## config.mk

```make
export PLATFORM = sky130hd
export DESIGN_NAME = prog_counter
export DESIGN_NICKNAME = d
export VERILOG_FILES = /design/src/rtl/prog_counter_pkg.sv /design/src/rtl/prog_counter_next.sv /design/src/rtl/prog_counter.sv
export SDC_FILE = /design/constraint.sdc
export NUM_CORES = 1
export LEC_CHECK = 0
export CORE_ASPECT_RATIO = 1.1
export CORE_UTILIZATION = 34
export CTS_BUF_LIST = sky130_fd_sc_hd__clkbuf_4 sky130_fd_sc_hd__clkbuf_8 sky130_fd_sc_hd__clkbuf_16
export DETAILED_ROUTE_END_ITERATION = 10
export GPL_TIMING_DRIVEN = 0
export PLACE_DENSITY = 0.64
export SYNTH_ARGS = -nofsm -noshare
export SYNTH_HDL_FRONTEND = slang
export SYNTH_SLANG_ARGS = --single-unit
export TNS_END_PERCENT = 5
```

## constraint.sdc

```tcl
create_clock -name clk -period 3.5 [get_ports clk]
set_input_delay 0.7 -clock clk [delete_from_list [all_inputs] [get_ports clk]]
set_output_delay 0.7 -clock clk [all_outputs]
set_load 0.03 [all_outputs]
```

## src/rtl/prog_counter_pkg.sv

```systemverilog
// prog_counter_pkg: shared types and constants for the programmable counter
//   MODE_WRAP / MODE_SAT  end-of-range behaviour selected by the mode port
//   WIDTH_DEF             default count/limit/step/load width
package prog_counter_pkg;
  localparam int WIDTH_DEF = 4;
  typedef enum logic {MODE_WRAP, MODE_SAT} mode_e;
endpackage

```

## src/rtl/prog_counter_next.sv

```systemverilog
// prog_counter_next: combinational next-count and wrap/overflow event logic
//   i_count    current count (assumed <= i_limit)
//   i_step     increment/decrement magnitude
//   i_limit    terminal value, range is 0..i_limit
//   i_up_down  1 = up, 0 = down
//   i_mode     0 = WRAP, 1 = SAT
//   o_next     next count when enabled
//   o_ovf_evt  up count passed i_limit
//   o_unf_evt  down count passed 0
module prog_counter_next
  import prog_counter_pkg::*;
#(
  parameter int WIDTH = WIDTH_DEF
) (
  input  logic [WIDTH-1:0] i_count,
  input  logic [WIDTH-1:0] i_step,
  input  logic [WIDTH-1:0] i_limit,
  input  logic             i_up_down,
  input  logic             i_mode,
  output logic [WIDTH-1:0] o_next,
  output logic             o_ovf_evt,
  output logic             o_unf_evt
);
  logic [WIDTH:0]   w_c, w_s, w_l, w_lp1, w_sum;
  logic [WIDTH-1:0] w_wrap_up, w_wrap_dn;
  logic             w_sat;
  assign w_c   = {1'b0, i_count};
  assign w_s   = {1'b0, i_step};
  assign w_l   = {1'b0, i_limit};
  assign w_lp1 = w_l + 1'b1;
  assign w_sum = w_c + w_s;
  // the wrap results always land in 0..limit, so the top bit is always zero
  assign w_wrap_up = WIDTH'(w_sum - w_lp1);
  assign w_wrap_dn = WIDTH'(w_c + w_lp1 - w_s);
  // a step wider than the whole range cannot wrap meaningfully: saturate
  assign w_sat = (mode_e'(i_mode) == MODE_SAT) || (w_s > w_lp1);
  always_comb begin
    o_next    = i_count;
    o_ovf_evt = 1'b0;
    o_unf_evt = 1'b0;
    if (i_step != '0) begin
      if (i_up_down) begin
        if (w_sum <= w_l) o_next = w_sum[WIDTH-1:0];
        else begin
          o_ovf_evt = 1'b1;
          o_next    = w_sat ? i_limit : w_wrap_up;
        end
      end else begin
        if (w_c >= w_s) o_next = i_count - i_step;
        else begin
          o_unf_evt = 1'b1;
          o_next    = w_sat ? '0 : w_wrap_dn;
        end
      end
    end
  end
endmodule

```

## src/rtl/prog_counter.sv

```systemverilog
// prog_counter: up/down counter with programmable step, limit, wrap/saturate and sticky flags
//   clk, rst_n  clock, asynchronous active-low reset
//   load_n      synchronous load of data_load (clamped to limit)
//   ce          count enable; up_down, mode, step, limit shape the count
//   clr_flags   synchronous clear of ovf/unf (a same-cycle event wins)
//   count_out   registered count; max_count / zero decode it
//   tc          one-cycle pulse with the first post-wrap/saturate value
//   ovf, unf    sticky overflow / underflow flags
module prog_counter
  import prog_counter_pkg::*;
#(
  parameter int WIDTH = WIDTH_DEF
) (
  input  logic             clk,
  input  logic             rst_n,
  input  logic             load_n,
  input  logic [WIDTH-1:0] data_load,
  input  logic             ce,
  input  logic             up_down,
  input  logic             mode,
  input  logic [WIDTH-1:0] step,
  input  logic [WIDTH-1:0] limit,
  input  logic             clr_flags,
  output logic [WIDTH-1:0] count_out,
  output logic             max_count,
  output logic             zero,
  output logic             tc,
  output logic             ovf,
  output logic             unf
);
  logic [WIDTH-1:0] r_count, w_next, w_load;
  logic             r_tc, r_ovf, r_unf, w_ovf_evt, w_unf_evt, w_clamp, w_cnt;
  prog_counter_next #(.WIDTH(WIDTH)) u_next (
    .i_count(r_count), .i_step(step), .i_limit(limit), .i_up_down(up_down),
    .i_mode(mode), .o_next(w_next), .o_ovf_evt(w_ovf_evt), .o_unf_evt(w_unf_evt)
  );
  assign w_load  = (data_load > limit) ? limit : data_load;
  // a lowered limit pulls the count back into range before counting resumes
  assign w_clamp = r_count > limit;
  assign w_cnt   = load_n && !w_clamp && ce;
  always_ff @(posedge clk or negedge rst_n) begin
    if (!rst_n) begin
      r_count <= '0;
      r_tc    <= 1'b0;
      r_ovf   <= 1'b0;
      r_unf   <= 1'b0;
    end else begin
      r_count <= !load_n ? w_load : w_clamp ? limit : ce ? w_next : r_count;
      r_tc    <= w_cnt && (w_ovf_evt || w_unf_evt);
      r_ovf   <= (w_cnt && w_ovf_evt) || (r_ovf && !clr_flags);
      r_unf   <= (w_cnt && w_unf_evt) || (r_unf && !clr_flags);
    end
  end
  assign count_out = r_count;
  assign max_count = r_count == limit;
  assign zero      = r_count == '0;
  assign tc        = r_tc;
  assign ovf       = r_ovf;
  assign unf       = r_unf;
endmodule

```

# Word-level counts from Yosys, hierarchy flattened
# Index checks and enable logic that the tools add are counted.
dict set report totals {
  ff_bits 7
  latch_bits 0
  mem_bits_rw 0
  romBits 0
  output_inout_bits 9
  word_cells 50
  mem_count 0
}
dict set report classes {
  add_sub_neg 6
  mul 0
  n_div 0
  n_lt_le_gt_ge 5
  eq_ne 3
  shifts 0
  muxes 16
  bitwise_logic 0
  reduce_logical 16
}
# operator n
set op_table {}
lappend op_table {{$mux 4} 10}
lappend op_table {{$sub 4x4->4} 3}
lappend op_table {{$gt 4x4->1} 2}
lappend op_table {{$logic_and 1x1->1} 7}
lappend op_table {{$mux 1} 6}
lappend op_table {{$ne 3x1->1 const B} 2}
lappend op_table {{$add 4x1->5 const B} 1}
lappend op_table {{$add 4x4->5} 1}
lappend op_table {{$gt 4x5->1} 1}
lappend op_table {{$le 5x4->1} 1}
lappend op_table {{$add 4x4->4} 1}
lappend op_table {{$eq 4x4->1} 1}
lappend op_table {{$ge 4x4->1} 1}
lappend op_table {{$logic_not 4->1} 1}
lappend op_table {{$logic_or 1x1->1} 4}
lappend op_table {{$reduce_bool 4->1} 1}
lappend op_table {{$logic_not 1->1} 2}
lappend op_table {{$reduce_and 2->1} 1}

# Depth between registers and ports, before layout
# Gate-level depths: netlist (run 1).
dict set report depth {
  word_depth 10
  depth_mapped 13
  mapped_depth_nobuf 13
}

# Hierarchy
# Synthesis (run 1) repeated with hierarchy kept, for this count alone.
dict set report unflattened {
  hier_cells 188
  area_unflattened_um2 1632.8
}
# mod instances cells_per_inst area_each_um2 seq_area_each_um2
set by_module_without_submodules {}
lappend by_module_without_submodules {prog_counter_next 1 130 1071.0 0.0}
lappend by_module_without_submodules {prog_counter 1 58 561.8 175.2}

# Worst setup path before layout (run 1)
# No wires, ideal clock.
dict set report synth_path {
  kind {input port to flip-flop}
  start {input port limit[0]}
  end {register r_count[3], in the netlist count_out[3]}
  setup_ns 0.129
  t_arrival_ns 3.205
  path_slack_ns 0.166
  cell_stages 12
  path_cell_list {ha_1 inv_1 fa_1 inv_1 ha_1 a21o_1 a21oi_1 xor2_1 xnor2_1 mux2_2 a2111oi_2 nor2_1}
}
dict set report synth_via {
  elab_chain_cells 10
  word_cells_on_any_way 22
  cone_classes {4 x add/sub; 4 x order compare; 2 x eq/ne; 10 x mux; 2 x reduce/logical}
}
# item line
set synth_rtl {}
lappend synth_rtl {{start: declaration} prog_counter.sv:22} ;# input logic [WIDTH-1:0] limit,
lappend synth_rtl {{$add 4x1->5} prog_counter_next.sv:30} ;# assign w_lp1 = w_l + 1'b1;
lappend synth_rtl {{$add 4x4->4 / $gt 4x5->1 (equally long branches)} {prog_counter_next.sv:34, prog_counter_next.sv:36}}
lappend synth_rtl {{$sub 4x4->4 / $logic_or 1x1->1 (equally long branches)} {prog_counter_next.sv:34, prog_counter_next.sv:36}}
lappend synth_rtl {{$mux 4, on equally long branches} {prog_counter_next.sv:52, prog_counter_next.sv:46}}
lappend synth_rtl {{$mux 4, on equally long branches} {prog_counter_next.sv:49, prog_counter_next.sv:43}}
lappend synth_rtl {{$mux 4} prog_counter_next.sv:42} ;# if (i_up_down) begin
lappend synth_rtl {{$mux 4} prog_counter_next.sv:41} ;# if (i_step != '0) begin
lappend synth_rtl {{$mux 4 (3 in a row)} prog_counter.sv:48} ;# r_count <= !load_n ? w_load : w_clamp ? limit : ce ? w_next : r_count;
lappend synth_rtl {{end signal: assignment} prog_counter.sv:48}
lappend synth_rtl {{end: declaration} prog_counter.sv:31} ;# logic [WIDTH-1:0] r_count, w_next, w_load;
# Several ways; a longest one is shown, not always the timed one. The select of a mux whose other input is x is not followed.
# A chain may end at the register's enable or synchronous reset.

# Worst setup path after layout (run 1)
dict set report layout_path {
  start {input port limit[3]}
  end {output port max_count}
}
dict set report layout_via {
  elab_chain_cells 1
}
# item line
set layout_rtl {}
lappend layout_rtl {{$eq 4x4->1} prog_counter.sv:55} ;# assign max_count = r_count == limit;
lappend layout_rtl {{end: declaration} prog_counter.sv:25} ;# output logic max_count,
# No other way between the ends.

==> summary.md, run 1 <==
| Metric | Value |
|---|---|
| Status | finished, final reports clean |
| Seq cells post-synth | 7 |
| Sink Count | 7 |
| Switching Share | 0.517 |
| Crit Path Class | in2out |
| Max frequency | 295 MHz |
| Post-synth EDFFs | 0 |
| DR iter-0 viols | 108 |
| Leading cell type in the layout, fill and taps excluded | ha_1 |
| Post-DP HPWL | 3.41 mm |
| Antenna violations before repair | 0 |
| Final worst-path cycle share | 0.967 |
| Register area share after synthesis | 0.109 |
| Final ANT Viol Nets | 0 |
| Crit. End Element | primary output |
| FFs w/ async S/R, synth | 1.00 |
| Max Cap Viol | 0 |
| Final worst path period need | around 3.4 ns |
| Final Power | roughly 1.7 mW |
| Comb power frac | 0.821 |
| Detailed Routing Iterations Pass 1 | 4 |
| Post-route setup slack | 0.114 ns |
| Die Wd | 67.6 um |
| Vias in the first global route | 1414 |
| Leakage | about 0.9 nW |
| Initial Util | 0.365 |
| Seq pwr share | 0.111 |
| Largest buffer count on any clock path | 2 |
| Post-route clock skew | around 0.0027 ns |
| Via count | 1487 |
| Mapped Avg Cell Area | 8.79 um2 |
| Detailed Route WL | roughly 4.3 mm |
| Worst Setup Slack post-DPL | -0.876 ns |
| Critical path startpoint category | input port |
| Worst-Skew Late Latency | 0.22 ns |
| Total GRT Usage | 0.181 |
| CTS tree | yes |
| Slew Limit Fails | 0 |
| Number of port buffers | 26 |
| Share of cells above drive strength 1 | 0.167 |
| Reg-to-Reg Start | count_out[1] |
| Final hold vios | 0 |
| Power density over the cells | 816 nW/um2 |
| Syn nets | about 240 |
| Clock Root Buffer | clkbuf_8 |
| DRC viols | 0 |
| Die ar. | ~5000 um2 |
| Ys flop type | dfrtp_1 |
| Largest net degree at the start of global routing | 11 |
| Clock Power Share | 0.068 |
| Nets | 270 |
| Most frequent cells in the layout | ha_1, inv_1, clkdlybuf4s50_1 |
| Gr ovfl total | 0 |
| # diodes | 0 |
| Global-route wire length before repair | 6.80 mm |
| RSZ-0062 raised after global routing | false |
| Switching pwr | ~0.88 mW |
| Core Area | 4410 um2 |
| Ys Warns | 0 |
| Die Y | 74.1 um |
| Cell Rows | 25 |
| Worst Hold Launch | unf |
| Cts bufs inserted | 3 |
| H-Tree Depth | 1 |
| Vias per cell | 5.53 |
| Max-Slew Margin vs Limit | 0.512 |
| VDD IR max | 0.000234 V |
| Dpl cell area | slightly below 2000 um2 |
| Crit path from | limit[3] |
| Final setup violation count | 0 |
| Area Overhead vs Synth | 29.7% |
| Cell area after layout | 2090 um2 |
| RePlAce Congestion | 0.884 |
| CP max FO | 7 |
| Synthesized area | 1610 um2 |
| Pint | approximately 0.82 mW |
| CP required | 2.80 ns |
| Synth Instances | 183 |
| DR WL/cell | roughly 16 um |
| Critical path data arrival time | around 2.7 ns |
| CTS clock-pin slew for the worst setup and hold paths | 0.04 ns |
| Worst Tran Pin Value | 0.722 ns |
| Final setup TNS | 0 ns |
| Hold Path Class | reg2reg |
| Count of cell types in the netlist | 56 |
| I/O pin count | 28 |
-- synth_stat cells, types with 3 or more instances --
cell type	number	area share
fa_1	6	0.075
a211oi_1	3	0.014
o211ai_1	3	0.014
nand2_1	6	0.014
o21ai_0	6	0.019
xnor2_1	4	0.022
dfrtp_1	7	0.11
a31oi_1	3	0.012
nor3_1	4	0.012
nor2_1	6	0.014
inv_1	24	0.056
ha_1	29	0.23
a21oi_1	15	0.047
mux2i_1	7	0.044
xor2_1	3	0.016
nor2b_1	7	0.027
o22ai_1	4	0.016
-- through the flow --
step / instances / utilization / hold WS [ns]
global placement: 263 / 0.439 / 0.525
detailed placement: 263 / 0.439 / 0.530
finish: 269 / 0.473 / 0.532
floorplan: 183 / - / 0.404
CTS: 268 / 0.462 / 0.537
global route: 269 / 0.473 / 0.581
-- worst paths after layout --
kind	end	slack [ns]	cells after the start
min in group asynchronous	ovf	0.73	1
worst min-delay path	unf	0.53	2
max in group asynchronous	count_out[1]	2.54	1
worst max-delay path	max_count	0.11	5
worst min register to register	unf	0.53	2
worst max register to register	count_out[3]	0.32	11
-- registers in the layout (all words and copies together), names as in the netlist --
name,cells
tc,1
unf,1
ovf,1
count_out,4
-- power groups by stage --
stage	combinational [mW]	clock, mW	sequential, mW
2_1_floorplan	0.821	0	0.223
4_1_cts	1.31	0.118	0.191
3_5_place_dp	1.21	0	0.189
3_3_place_gp	1.21	0	0.188
6_report	1.40	0.116	0.189
5_1_grt	1.53	0.126	0.195
-- cells by family after synthesis --
logic type / synth area share
buffers and inverters: 0.0654
muxes: 0.0506
AOI/OAI and AO/OA: 0.259
DFF: 0.109
adders and majority gates: 0.314
xor gates and xnor gates: 0.0584
and+or+nand+nor: 0.144
-- timing repair --
action	CTS	global route
endpoints found under the setup margin	6	4
pin swaps	7	3
setup buffers	1	1
hold buffers	0	0
resized for setup	27	10
-- cell type report --
| type | count | area, um2 |
|---|---|---|
| multi-input combinational | 148 | 1430 |
| clock buffer | 4 | 48.8 |
| tap | 54 | 67.6 |
| fill | 421 | 2320 |
| timing repair buffer | 28 | 262 |
| buffer | 2 | 7.51 |
| sequential | 7 | 175 |
| inverter | 26 | 97.6 |
-- critical path: stages --
cell and delay [ns]:
clkdlybuf4s50_1 0.61, inv_2 0.15, ha_1 0.34, and4_1 0.20, clkdlybuf4s50_1 0.68
-- per-layer routing --
metal / GRT usage / routed length, um / up-vias
li1: - / - / 748
met1: 0.248 / 2060 / 693
met2: 0.293 / 1960 / 38
met3: 0.0138 / 121 / 8
met4: 0.0662 / 106 / 0
met5: 0 / 0 / -
(Power assumes the default switching activity.)
==> run 2, diff against run 1 <==
--- a/config.mk
+++ b/config.mk
@@ -9,8 +9,9 @@
 export CORE_UTILIZATION = 34
 export CTS_BUF_LIST = sky130_fd_sc_hd__clkbuf_4 sky130_fd_sc_hd__clkbuf_8 sky130_fd_sc_hd__clkbuf_16
 export DETAILED_ROUTE_END_ITERATION = 10
+export DONT_BUFFER_PORTS = 1
 export GPL_TIMING_DRIVEN = 0
-export PLACE_DENSITY = 0.64
+export PLACE_DENSITY = 0.57
 export SYNTH_ARGS = -nofsm -noshare
 export SYNTH_HDL_FRONTEND = slang
 export SYNTH_SLANG_ARGS = --single-unit
==> run 2 against run 1 <==
Against the previous run: sequential share of layout area grew 1.8 points; first-iteration DRC count shrank 11%; clock-buffer cell count is the same; sequential cell count is the same; global-route usage shrank 0.27 points; sequential power grew 39%; clock power grew 3%; core utilization shrank 7.8 points; register-to-register slack lost 0.097 ns; highest routed layer unchanged; via count shrank 7.8%; cell count shrank 10%; largest power group unchanged.
==> summary.md, run 2 (synthesized netlist as in run 1, its figures left out) <==
| Metric | Value |
|---|---|
| Slew Limit Fails | 0 (unchanged) |
| M1 WL | 1.94 mm (-6.1%) |
| Critical path startpoint category | register |
| CP max FO | 6 (-1) |
| # Post-CTS Setup Buffers | 0 (-1) |
| Via count | 1371 (-7.8%) |
| Max frequency | 305 MHz (+3.3%) |
| Worst Tran Pin Value | 1.27 ns (+0.545 ns) |
| Vias per cell | 5.69 (+2.9%) |
| Critical path data arrival time | 3.40 ns (+0.71 ns) |
| Met2 Wirelength | 1.97 mm (+0.71%) |
| CTS tree | yes |
| Total GRT Usage | 0.178 (-0.00268) |
| Detailed Routing Iterations Pass 1 | 4 (unchanged) |
| Clock Root Buffer | clkbuf_8 |
| Die Y | 74.1 um (unchanged) |
| Worst Setup Slack post-DPL | -0.150 ns (+0.727 ns) |
| Max incr delay on CP | 0.56 ns (-0.12 ns) |
| Hold Path Class | in2async |
| CP Cell Sequence | ha_1, fa_1, xnor2_1, ha_1, and4b_1, a21oi_2, o21ai_1, or2_0, a211oi_2 |
| Nets | 242 (-10%) |
| Max reg flops | 4 (unchanged) |
| Post-route clock skew | 0.00133 ns (-0.00136 ns) |
| Max Used Layer | met4 |
| Global-route wire length before repair | 6.57 mm (-3.5%) |
| Worst hold slack | 0.167 ns (-0.366 ns) |
| Register cell area after layout | 178 um2 (+1.4%) |
| Final Core Density | 0.395 (-0.0777) |
| Share of cells above drive strength 1 | 0.123 (-0.0444) |
| RePlAce Congestion | 0.897 (+1.5%) |
| Final setup violation count | 0 (unchanged) |
| # diodes | 0 (unchanged) |
| Status | finished, final reports clean |
| Core Area | 4410 um2 (unchanged) |
| Post-DP HPWL | 3.47 mm (+2.0%) |
| Cts hold-fix bufs | 0 (unchanged) |
| Post-route setup slack | 0.223 ns (+0.109 ns) |
| Leading cell type in the layout, fill and taps excluded | ha_1 |
| Cell Rows | 25 (unchanged) |
| H-Tree Depth | 1 (unchanged) |
| CP required | 3.63 ns (+0.83 ns) |
| Vias in the first global route | 1336 (-5.5%) |
| Crit. End Element | register |
| I/O pin count | 28 (unchanged) |
| Filler cell count | 456 (+8.3%) |
| Number of port buffers | 0 (-100%) |
| Initial Util | 0.365 (unchanged) |
| CP bufs+invs | 0 (-3) |
| Cts bufs inserted | 3 (unchanged) |
| Gr ovfl total | 0 (unchanged) |
| DR iter-0 viols | 96 (-11%) |
| Die ar. | 5010 um2 (unchanged) |
| Max Cap Viol | 0 (unchanged) |
| CTS clock-pin slew for the worst setup and hold paths | 0.04 ns (about the same) |
| DR WL/cell | 17.5 um (+11%) |
| Detailed Route WL | 4.22 mm (-0.82%) |
| Final ANT Viol Nets | 0 (unchanged) |
| Area Overhead vs Synth | 8.40% |
| Final worst path period need | 3.28 ns (-0.109 ns) |
| DRC viols | 0 (unchanged) |
| Crit Path Class | reg2reg |
| Final setup TNS | 0 ns (unchanged) |
| Max-Slew Margin vs Limit | 0.147 (-0.365) |
| Final worst-path cycle share | 0.936 (-0.0313) |
| Largest net degree at the start of global routing | 11 (unchanged) |
| Leakage | 0.758 nW (-16%) |
| Power density over the cells | 835 nW/um2 (+2.2%) |
| Most frequent cells in the layout | ha_1, inv_1, a21oi_1 |
| Area occupied by multi-input gates | 1340 um2 (-5.9%) |
| Final Power | 1.45 mW (-15%) |
| CP max-delay cell | dfrtp_1 |
| Worst path most repeated cell | ha_1 |
| Final hold vios | 0 (unchanged) |
| Met3 WL | 207 um (+71%) |
| Sink Count | 7 (unchanged) |
| CP top delay family | adder cells |
| Worst-Skew Late Latency | 0.23 ns (about the same) |
| RSZ-0062 raised after global routing | false |
| Antenna violations before repair | 0 (unchanged) |
| CTS resizes | 3 (-89%) |
| Die Wd | 67.6 um (unchanged) |
| Largest buffer count on any clock path | 2 (unchanged) |
| VDD IR max | 0.000356 V (+53%) |
==> run 2: changes by cell type in the layout (fill, tap and decap cells not counted), sizes merged <==
cell and change:
buf -4, clkbuf -1, clkdlybuf4s50 -19, dlygate4sd2 -3
dlymetal6s2s -1
==> run 2: final timing paths <==
check | start | to | slack (ns) | depth (start not counted)
setup / recovery | count_out[0] | count_out[1] | 0.22 | 9
hold / removal | rst_n | ovf | 0.17 | 0
setup reg to reg | count_out[0] | count_out[1] | 0.22 | 9
hold reg to reg | unf | unf | 0.70 | 2
max in group asynchronous | rst_n | count_out[2] | 3.26 | 0
min in group clk | clr_flags | ovf | 0.57 | 1
==> run 2: area by class of cell <==
| type | instances | share of cell area |
|---|---|---|
| clock buffers | 4 | 0.0280 |
| multi-input cells | 148 | 0.771 |
| inverters | 26 | 0.0560 |
| flip-flops and latches | 7 | 0.102 |
| well taps | 54 | 0.0388 |
| plain buffers | 2 | 0.00431 |
==> run 2: per-layer routing <==
| layer | track usage | vias to the layer above |
|---|---|---|
| met2 | 0.285 | 35 |
| li1 | - | 686 |
| met4 | 0.0591 | 0 |
| met3 | 0.0230 | 6 |
| met5 | 0 | - |
| met1 | 0.244 | 644 |
==> run 2: power by group <==
part | internal, mW | switching [mW]
Clock | 0.0864 | 0.0338
Combinational | 0.463 | 0.610
Sequential | 0.115 | 0.147
Total | 0.664 | 0.791
==> run 2: stage by stage <==
stage	cells	area, um2
2_1_floorplan	183	1610
3_3_place_gp	237	1680
3_5_place_dp	237	1680
4_1_cts	241	1730
5_1_grt	241	1740
6_report	241	1740
